===== config.mk =====
export PLATFORM = sky130hd
export DESIGN_NAME = uart_command_decoder
export DESIGN_NICKNAME = d
export VERILOG_FILES = /design/src/rtl/uart_command_decoder.sv
export SDC_FILE = /design/constraint.sdc
export NUM_CORES = 1
export LEC_CHECK = 0
export CORE_MARGIN = 10
export CORE_UTILIZATION = 65
export DETAILED_ROUTE_END_ITERATION = 7
export DONT_BUFFER_PORTS = 1
export PLACE_DENSITY = 0.81
export SLEW_MARGIN = 10
export SYNTH_ARGS = -nofsm -noshare
export SYNTH_HDL_FRONTEND = slang
export SYNTH_SLANG_ARGS = --single-unit
export TNS_END_PERCENT = 20

===== constraint.sdc =====
create_clock -name clock -period 6 [get_ports clock]
set_clock_uncertainty 0.15 [all_clocks]
set_input_delay 0.9 -clock clock [delete_from_list [all_inputs] [get_ports clock]]
set_output_delay 0.9 -clock clock [all_outputs]
set_load 0.01 [all_outputs]

===== src/rtl/uart_command_decoder.sv =====
// uart_command_decoder: frames UART bytes into SYNC/OPCODE/[ARG]/CHK command
// packets, validates them and holds one decoded command for the game FSM.
// Ports:
//   clock, reset                - system clock, async active-high reset
//   rx_valid, rx_data, rx_error - byte stream from the UART receiver
//   cmd_ready                   - game FSM accepts the pending command
//   cmd_valid, cmd_opcode,
//   cmd_arg                     - pending decoded command (held until accepted)
//   bad_packet, overflow        - one-cycle pulses for rejected / dropped packets
//   err_count                   - saturating count of bad_packet pulses
module uart_command_decoder #(
   parameter logic [7:0]  SYNC_BYTE      = 8'hAA,
   parameter int unsigned TIMEOUT_CYCLES = 50000,
   parameter int unsigned ERR_CNT_W      = 8
) (
   input  logic                 clock,
   input  logic                 reset,
   input  logic                 rx_valid,
   input  logic [7:0]           rx_data,
   input  logic                 rx_error,
   input  logic                 cmd_ready,
   output logic                 cmd_valid,
   output logic [2:0]           cmd_opcode,
   output logic [3:0]           cmd_arg,
   output logic                 bad_packet,
   output logic                 overflow,
   output logic [ERR_CNT_W-1:0] err_count
);

   localparam int unsigned TMO_W = (TIMEOUT_CYCLES > 2) ? $clog2(TIMEOUT_CYCLES) : 1;

   localparam logic [2:0] OP_START   = 3'd1;
   localparam logic [2:0] OP_DIFF    = 3'd2;
   localparam logic [2:0] OP_MOVE    = 3'd3;
   localparam logic [2:0] OP_PLACE   = 3'd4;
   localparam logic [2:0] OP_RESTART = 3'd5;

   typedef enum logic [1:0] {
      S_HUNT     = 2'd0,
      S_OPCODE   = 2'd1,
      S_PAYLOAD  = 2'd2,
      S_CHECKSUM = 2'd3
   } state_t;

   state_t               state_q,      state_d;
   logic [2:0]           opcode_q,     opcode_d;
   logic [7:0]           arg_q,        arg_d;
   logic [TMO_W-1:0]     tmo_q,        tmo_d;
   logic                 cmd_valid_q,  cmd_valid_d;
   logic [2:0]           cmd_opcode_q, cmd_opcode_d;
   logic [3:0]           cmd_arg_q,    cmd_arg_d;
   logic                 bad_q,        bad_d;
   logic                 ovf_q,        ovf_d;
   logic [ERR_CNT_W-1:0] err_q,        err_d;

   logic                 good_c;
   logic                 chk_ok_c;
   logic                 arg_ok_c;

   // Checksum and argument-range validation of the packet being closed
   always_comb begin
      chk_ok_c = (rx_data == ({5'b0, opcode_q} ^ arg_q));
      arg_ok_c = 1'b0;
      if (arg_q[7:4] == 4'd0) begin
         case (opcode_q)
            OP_DIFF:  arg_ok_c = (arg_q <= 8'd1);
            OP_MOVE:  arg_ok_c = (arg_q <= 8'd3);
            OP_PLACE: arg_ok_c = (arg_q >= 8'd1) && (arg_q <= 8'd9);
            default:  arg_ok_c = 1'b1;
         endcase
      end
   end

   // Packet framing FSM, timeout, command handshake and error counting
   always_comb begin
      state_d      = state_q;
      opcode_d     = opcode_q;
      arg_d        = arg_q;
      tmo_d        = tmo_q;
      cmd_valid_d  = cmd_valid_q;
      cmd_opcode_d = cmd_opcode_q;
      cmd_arg_d    = cmd_arg_q;
      bad_d        = 1'b0;
      ovf_d        = 1'b0;
      err_d        = err_q;
      good_c       = 1'b0;

      if (rx_valid) begin
         tmo_d = '0;
         if (rx_error) begin
            // corrupted byte: discard; abort only if a packet was in progress
            if (state_q != S_HUNT) begin
               bad_d   = 1'b1;
               state_d = S_HUNT;
            end
         end else begin
            case (state_q)
               S_HUNT: begin
                  if (rx_data == SYNC_BYTE) state_d = S_OPCODE;
               end
               S_OPCODE: begin
                  case (rx_data)
                     8'd1, 8'd5: begin
                        opcode_d = rx_data[2:0];
                        arg_d    = 8'd0;
                        state_d  = S_CHECKSUM;
                     end
                     8'd2, 8'd3, 8'd4: begin
                        opcode_d = rx_data[2:0];
                        state_d  = S_PAYLOAD;
                     end
                     default: begin
                        bad_d   = 1'b1;
                        state_d = S_HUNT;
                     end
                  endcase
               end
               S_PAYLOAD: begin
                  arg_d   = rx_data;
                  state_d = S_CHECKSUM;
               end
               S_CHECKSUM: begin
                  state_d = S_HUNT;
                  if (chk_ok_c && arg_ok_c) good_c = 1'b1;
                  else                      bad_d  = 1'b1;
               end
               default: state_d = S_HUNT;
            endcase
         end
      end else if (state_q != S_HUNT) begin
         if (tmo_q == TMO_W'(TIMEOUT_CYCLES - 1)) begin
            bad_d   = 1'b1;
            state_d = S_HUNT;
            tmo_d   = '0;
         end else begin
            tmo_d = tmo_q + TMO_W'(1);
         end
      end else begin
         tmo_d = '0;
      end

      // a completing packet may replace a command being accepted this cycle
      if (good_c) begin
         if (!cmd_valid_q || cmd_ready) begin
            cmd_valid_d  = 1'b1;
            cmd_opcode_d = opcode_q;
            cmd_arg_d    = arg_q[3:0];
         end else begin
            ovf_d = 1'b1;
         end
      end else if (cmd_valid_q && cmd_ready) begin
         cmd_valid_d = 1'b0;
      end

      if (bad_d && (err_q != '1)) err_d = err_q + ERR_CNT_W'(1);
   end

   // State and output registers
   always_ff @(posedge clock or posedge reset) begin
      if (reset) begin
         state_q      <= S_HUNT;
         opcode_q     <= 3'd0;
         arg_q        <= 8'd0;
         tmo_q        <= '0;
         cmd_valid_q  <= 1'b0;
         cmd_opcode_q <= 3'd0;
         cmd_arg_q    <= 4'd0;
         bad_q        <= 1'b0;
         ovf_q        <= 1'b0;
         err_q        <= '0;
      end else begin
         state_q      <= state_d;
         opcode_q     <= opcode_d;
         arg_q        <= arg_d;
         tmo_q        <= tmo_d;
         cmd_valid_q  <= cmd_valid_d;
         cmd_opcode_q <= cmd_opcode_d;
         cmd_arg_q    <= cmd_arg_d;
         bad_q        <= bad_d;
         ovf_q        <= ovf_d;
         err_q        <= err_d;
      end
   end

   assign cmd_valid  = cmd_valid_q;
   assign cmd_opcode = cmd_opcode_q;
   assign cmd_arg    = cmd_arg_q;
   assign bad_packet = bad_q;
   assign overflow   = ovf_q;
   assign err_count  = err_q;

endmodule


=== Word level (Yosys, flattened, before mapping) ===
Cells that the tools add are included.

* Register bits: 47
* Input bits: 13
* Logic and storage cells: 90

* Add/subtract/negate cells: 2
* Magnitude comparators: 4
* Equal/unequal tests: 19
* Multiplexer cells: 32
* Bitwise gates (word level): 2
* Reductions and logical operators: 21

{| class="wikitable"
|+ Operator list
! kind !! count
|-
| $mux W16 || 3
|-
| $mux W1 || 17
|-
| $add A16 B1 Y16 const B || 1
|-
| $eq A16 B16 Y1 const B || 1
|-
| $eq A8 B2 Y1 const B || 2
|-
| $eq A8 B3 Y1 const B || 2
|-
| $pmux W8 S2 || 1
|-
| $mux W2 || 6
|-
| $reduce_and A4 Y1 || 3
|-
| $reduce_bool A2 Y1 || 5
|-
| $add A8 B1 Y8 const B || 1
|-
| $eq A8 B1 Y1 const B || 1
|-
| $eq A8 B8 Y1 || 1
|-
| $eq A8 B8 Y1 const B || 1
|-
| $ge A8 B1 Y1 const B || 1
|-
| $le A8 B1 Y1 const B || 1
|-
| $le A8 B2 Y1 const B || 1
|-
| $le A8 B4 Y1 const B || 1
|-
| $mux W8 || 1
|-
| $ne A8 B8 Y1 const B || 1
|-
| $pmux W2 S4 || 1
|-
| $xor A3 B8 Y8 || 1
|-
| $eq A3 B2 Y1 const B || 2
|-
| $reduce_or A5 Y1 || 1
|-
| other kinds (18) || 24
|}

=== Longest topological paths before layout ===
* Depth after elaboration: 11
* Gate-level depth with buffers: 7
* Gate-level depth less buffers: 7

=== Worst setup path before layout ===
OpenSTA, ideal clock, no wires.

* Kind: input port to flip-flop
* Start: in rx_data[5]
* End: reg cmd_arg_q[0] (netlist: cmd_arg[0])
* Setup time: 0.125 ns
* Arrival: 2.845 ns
* Setup slack: 2.880 ns
* Stages on the path: 6
* Path through: or4_1 nor4_2 nand3_1 or3_4 nor3b_4 mux2_2

* Longest elaborated chain between the ends: 7

{| class="wikitable"
|+ RTL lines
! element !! line !! source
|-
| start, declared || 19 || <nowiki>input logic [7:0] rx_data,</nowiki>
|-
| $eq A8 B8 Y1 || 62 || <nowiki>chk_ok_c = (rx_data == ({5'b0, opcode_q} ^ arg_q));</nowiki>
|-
| $logic_and A1 B1 Y1 || 124 || <nowiki>if (chk_ok_c && arg_ok_c) good_c = 1'b1;</nowiki>
|-
| $mux W1 || 124 ||
|-
| $mux W1 || 97 || <nowiki>case (state_q)</nowiki>
|-
| $mux W1 || 90 || <nowiki>if (rx_error) begin</nowiki>
|-
| $mux W1 || 88 || <nowiki>if (rx_valid) begin</nowiki>
|-
| $reduce_and A2 Y1 (no source line) || - ||
|-
| end signal, assigned || 178 || <nowiki>cmd_arg_q <= cmd_arg_d;</nowiki>
|-
| end, declared || 51 || <nowiki>logic [3:0] cmd_arg_q, cmd_arg_d;</nowiki>
|}

Every way passes these cells.
A chain may end at the register's enable or synchronous reset.

=== Worst setup path in the final report ===
* Start: in rx_data[5]
* End: reg cmd_opcode_q[1] (netlist: cmd_opcode[1])

* Longest elaborated chain between the ends: 7

{| class="wikitable"
|+ RTL lines
! element !! line !! source
|-
| $eq A8 B8 Y1 || 62 ||
|-
| $logic_and A1 B1 Y1 || 124 ||
|-
| $mux W1 || 124 ||
|-
| $mux W1 || 97 ||
|-
| $mux W1 || 90 ||
|-
| $mux W1 || 88 ||
|-
| $reduce_and A2 Y1 (no source line) || - ||
|-
| end signal, assigned || 177 || <nowiki>cmd_opcode_q <= cmd_opcode_d;</nowiki>
|-
| end, declared || 50 || <nowiki>logic [2:0] cmd_opcode_q, cmd_opcode_d;</nowiki>
|}

Every way passes these cells.

==> impl.org <==
** Layout
- Final Net Count :: 239
- The filler cells instantiated in the layout total 256.
- Number of diodes :: 0
- Of the cells placed in the final design, the portion with a size suffix greater than 1 is 13.4%.
- From synthesis to final layout, the design area changed by 4.30%.

** Status
- Status :: finished clean

** Routing
- The first routing iteration left 102 violations.
- For this block, the routed nets add up to 4720 um of wire.
- Vias after detailed routing :: 1,725
- After detailed routing, the average wire length per cell comes to 17.5 um.
- Remaining antenna violation count :: 0
- The first detailed-routing pass took 4 iterations.
- In the routed layout, each cell is associated on average with a via count of 6.39.
- After detailed routing, the number of remaining DRC violations is 0.

** Power and ir drop
- Leakage Power :: 1.09 nW
- IR analysis of the VDD net gives a maximum drop of 168 uV.
- For this design the ratio of total power to cell area is 243 nW/um^2.

** STA
- The worst path uses 48.5% of the clock period.
- Shortest clock period the worst path allows after layout :: 2.91 ns
- Static timing analysis puts the maximum clock frequency at 343 MHz.
- Adding up every negative setup slack in the final design gives 0 ns.
- Measured against its own limit, the worst slew margin works out to 57.4%.
- Total count of max-transition violations in the final report :: 0
- Setup violations remaining at the end of the flow were counted as 0.
- Actual transition at the worst max-transition pin :: 0.635 ns
- Setup slack on the critical path of the routed design comes to 3.09 ns.
- The final count of hold timing violations was 0.
- Setup repair after global routing missed its margin :: no

** Clocking
- Post-CTS setup buffer count :: 0
- TritonCTS built the clock tree.
- Clock transition at the register clock pins on the worst setup and hold paths after CTS :: 0.12 ns
- Counting along the longest clock path gives a buffer depth of 2.
- CTS saw 47 sinks.
- Library cell used as clock root buffer :: clkbuf_4
- Clock latency reported for the late side of the worst-skew pair :: 0.35 ns
- Number of gates resized after CTS :: 0
- The number of clock buffers added by TritonCTS is 5.
- Quantity of hold-fixing buffers added after cts :: 0
- Depth of the CTS H-tree :: 2

** Min path
- The worst hold path belongs to the class input pin to async pin.

** Global route
- Across every metal layer, demand over resource in global routing totals 15.8%.
- Number of antenna violations at the first check in global routing :: 0
- Entering global routing, the biggest net connects 30 pins.
- Global-route wire length before repair :: 8130 um
- Vias in the first global route :: 1,749
- Residual overflow from global routing :: 0

** Synthesis
- Of the post-synthesis cell area, the part taken by muxes is 7.17%.
- XOR/XNOR Fraction of Synth Area :: 7.81%
- Ys Warns :: 0
- Summing every instance area after synthesis gives 2360 um^2.
- The synthesized netlist devotes 8.98% of its cell area to compound gates.
- Synthesis produced a netlist with a net count of 236.
- Dividing the synthesized area by the synthesized cell count gives 10.7 um^2.
- Simple logic cell fraction of the synthesized area :: 23.9%
- Combinational family with the most area after synthesis :: simple AND/OR/NAND/NOR gates
- Sequential cells were found to cover 49.9% of the synthesized design area.
- Synthesis handed over a netlist of 221 instances.
- Synth Register Bits :: 47
- Of the total synthesized cell area, the portion taken by full adders, half adders and majority gates is 1.06%.
- Synthesis instantiated 43 different standard cells from the library.

** Die
- Core Region :: 3420 um^2
- Count of standard-cell rows :: 21
- Vertical extent of the die :: 80.2 um
- Once the floorplan was initialized, standard cells occupied 69.0% of the core.
- Die area :: 6430 um^2
- Chip Width :: 80.2 um
- In this run the count of I/O pins placed on the die edge is 31.

** Worst setup path
- Kind of critical path :: input pin to flop
- Largest fanout of any net on the critical path :: 7
- CP Data Required Time :: 6.10 ns
- The worst setup path is captured at a flop.
- Crit path DAT :: 3.01 ns
- CP Launch Type :: input pin

** Placement
- Once detailed placement completed, the half-perimeter wirelength came to 3620 um.
- PortBufs :: 0
- At the placement stage, the worst setup path has a slack of 2.71 ns.
- Routability-driven placement finished with a final weighted congestion of 0.833.

** Run
- Across the run, the number of max-cap violations was 0.
final timing paths:
kind | endpoint | slack [ns] | cells after the start | start
setup reg to reg | cmd_opcode[1] | 3.21 | 6 | arg_q[4]
min in group clock | tmo_q[0] | 0.31 | 1 | tmo_q[0]
setup / recovery | cmd_opcode[1] | 3.09 | 6 | rx_data[5]
max in group asynchronous | tmo_q[0] | 4.69 | 2 | reset
hold / removal | err_count[5] | 0.27 | 1 | reset
hold reg to reg | tmo_q[0] | 0.31 | 1 | tmo_q[0]
final cells by class:
| type | instances | area [um^2] | share of cell area (%) |
|---|---|---|---|
| clock inverters | 1 | 5.00 | 0.204 |
| repair buffers | 1 | 7.51 | 0.305 |
| clock buffers | 6 | 51.3 | 2.09 |
| well taps | 46 | 57.6 | 2.34 |
| inverters | 2 | 7.51 | 0.305 |
| multi-input cells | 167 | 1150 | 46.9 |
| flip-flops and latches | 47 | 1180 | 47.9 |
where the power goes:
| part | internal [W] | leakage (nW) | switching (W) | total (W) |
|---|---|---|---|---|
| sequential | 0.000342 | 0.639 | 0.0000432 | 0.000386 |
| combinational | 0.0000342 | 0.412 | 0.0000316 | 0.0000658 |
| clock | 0.0000544 | 0.0341 | 0.0000918 | 0.000146 |
| total | 0.000431 | 1.09 | 0.000167 | 0.000598 |
cell usage after synthesis:
cell type  instances  area (um^2)
dfrtp_1           47         1180
nor2_1            21         78.8
nand2_1           16         60.1
mux2_2            15          169
and3_1            11         68.8
nand3_1           11         55.1
xor2_1            11         96.3
xnor2_1           10         87.6
a22o_1             8         70.1
a21oi_1            7         35.0
o21ai_0            6         30.0
nor4_1             5         31.3
clkbuf_1           4         15.0
a211oi_1           3         22.5
nand2b_1           3         18.8
nor3_1             3         15.0
or2_2              3         18.8
and2_1             2         12.5
and4b_1            2         20.0
ha_1               2         25.0
inv_1              2         7.51
nand4b_1           2         17.5
nor2b_1            2         12.5
nor3b_1            2         15.0
nor4bb_1           2         20.0
o211ai_1           2         15.0
or3_1              2         12.5
or4_1              2         15.0
a211o_2            1         10.0
a21boi_1           1         7.51
a21o_1             1         7.51
a31oi_1            1         6.26
and4_1             1         8.76
clkbuf_2           1         5.00
nand3b_1           1         7.51
nand4_1            1         6.26
nor3b_4            1         18.8
nor4_2             1         12.5
nor4b_1            1         8.76
o21bai_1           1         7.51
or2b_1             1         7.51
or3_4              1         11.3
or4b_1             1         10.0
worst max-delay path, cell delays in order:
cell and delay, ns:
or4_1 0.57, nor4_2 0.31, nand3_1 0.11, or3_4 0.37, nor3b_4 0.36, mux2_2 0.39
through the flow:
step	power [W]	hold slack [ns]	cell area, um^2	std cells	util [%]
final	0.000598	0.271	2460	270	71.9
after global routing	0.000631	0.272	2460	270	71.9
after CTS	0.000606	0.275	2460	270	71.9
after detailed placement	0.000459	0.299	2400	263	70.3
after global placement	0.000453	0.288	2400	263	70.3
after floorplan	0.000438	0.275	2360	221	-
cell usage in the layout, fill, tap and decap left out, drive strengths merged, types with 7 or more instances in the layout:
cell type,count
a21oi,7
a22o,8
and3,11
dfrtp,47
mux2,15
nand2,16
nand3,11
nor2,21
xnor2,10
xor2,11
state kept, by name, summed over array words and instances, names as in the netlist:
name        count
err_count       8
cmd_valid       1
tmo_q          16
arg_q           8
state_q         2
opcode_q        3
bad_packet      1
cmd_opcode      3
overflow        1
cmd_arg         4
routing by layer:
layer  vias up  track usage [%]  wire, um
met1       855             16.8      1850
met5         -                0         0
met4         0             7.04        95
met2        50             26.6      2380
li1        809                -         -
met3        11             6.68       400
cell families (layout without fill, tap and decap cells):
group / Yosys count / after routing
DFF: 47 / 47
and+or+nand+nor: 98 / 98
AOI/OAI and AO/OA: 31 / 31
buffers and inverters: 7 / 10
muxes: 15 / 15
adders and majority gates: 2 / 2
xor gates and xnor gates: 21 / 21
No activity file was read; power rests on OpenSTA's default activity.
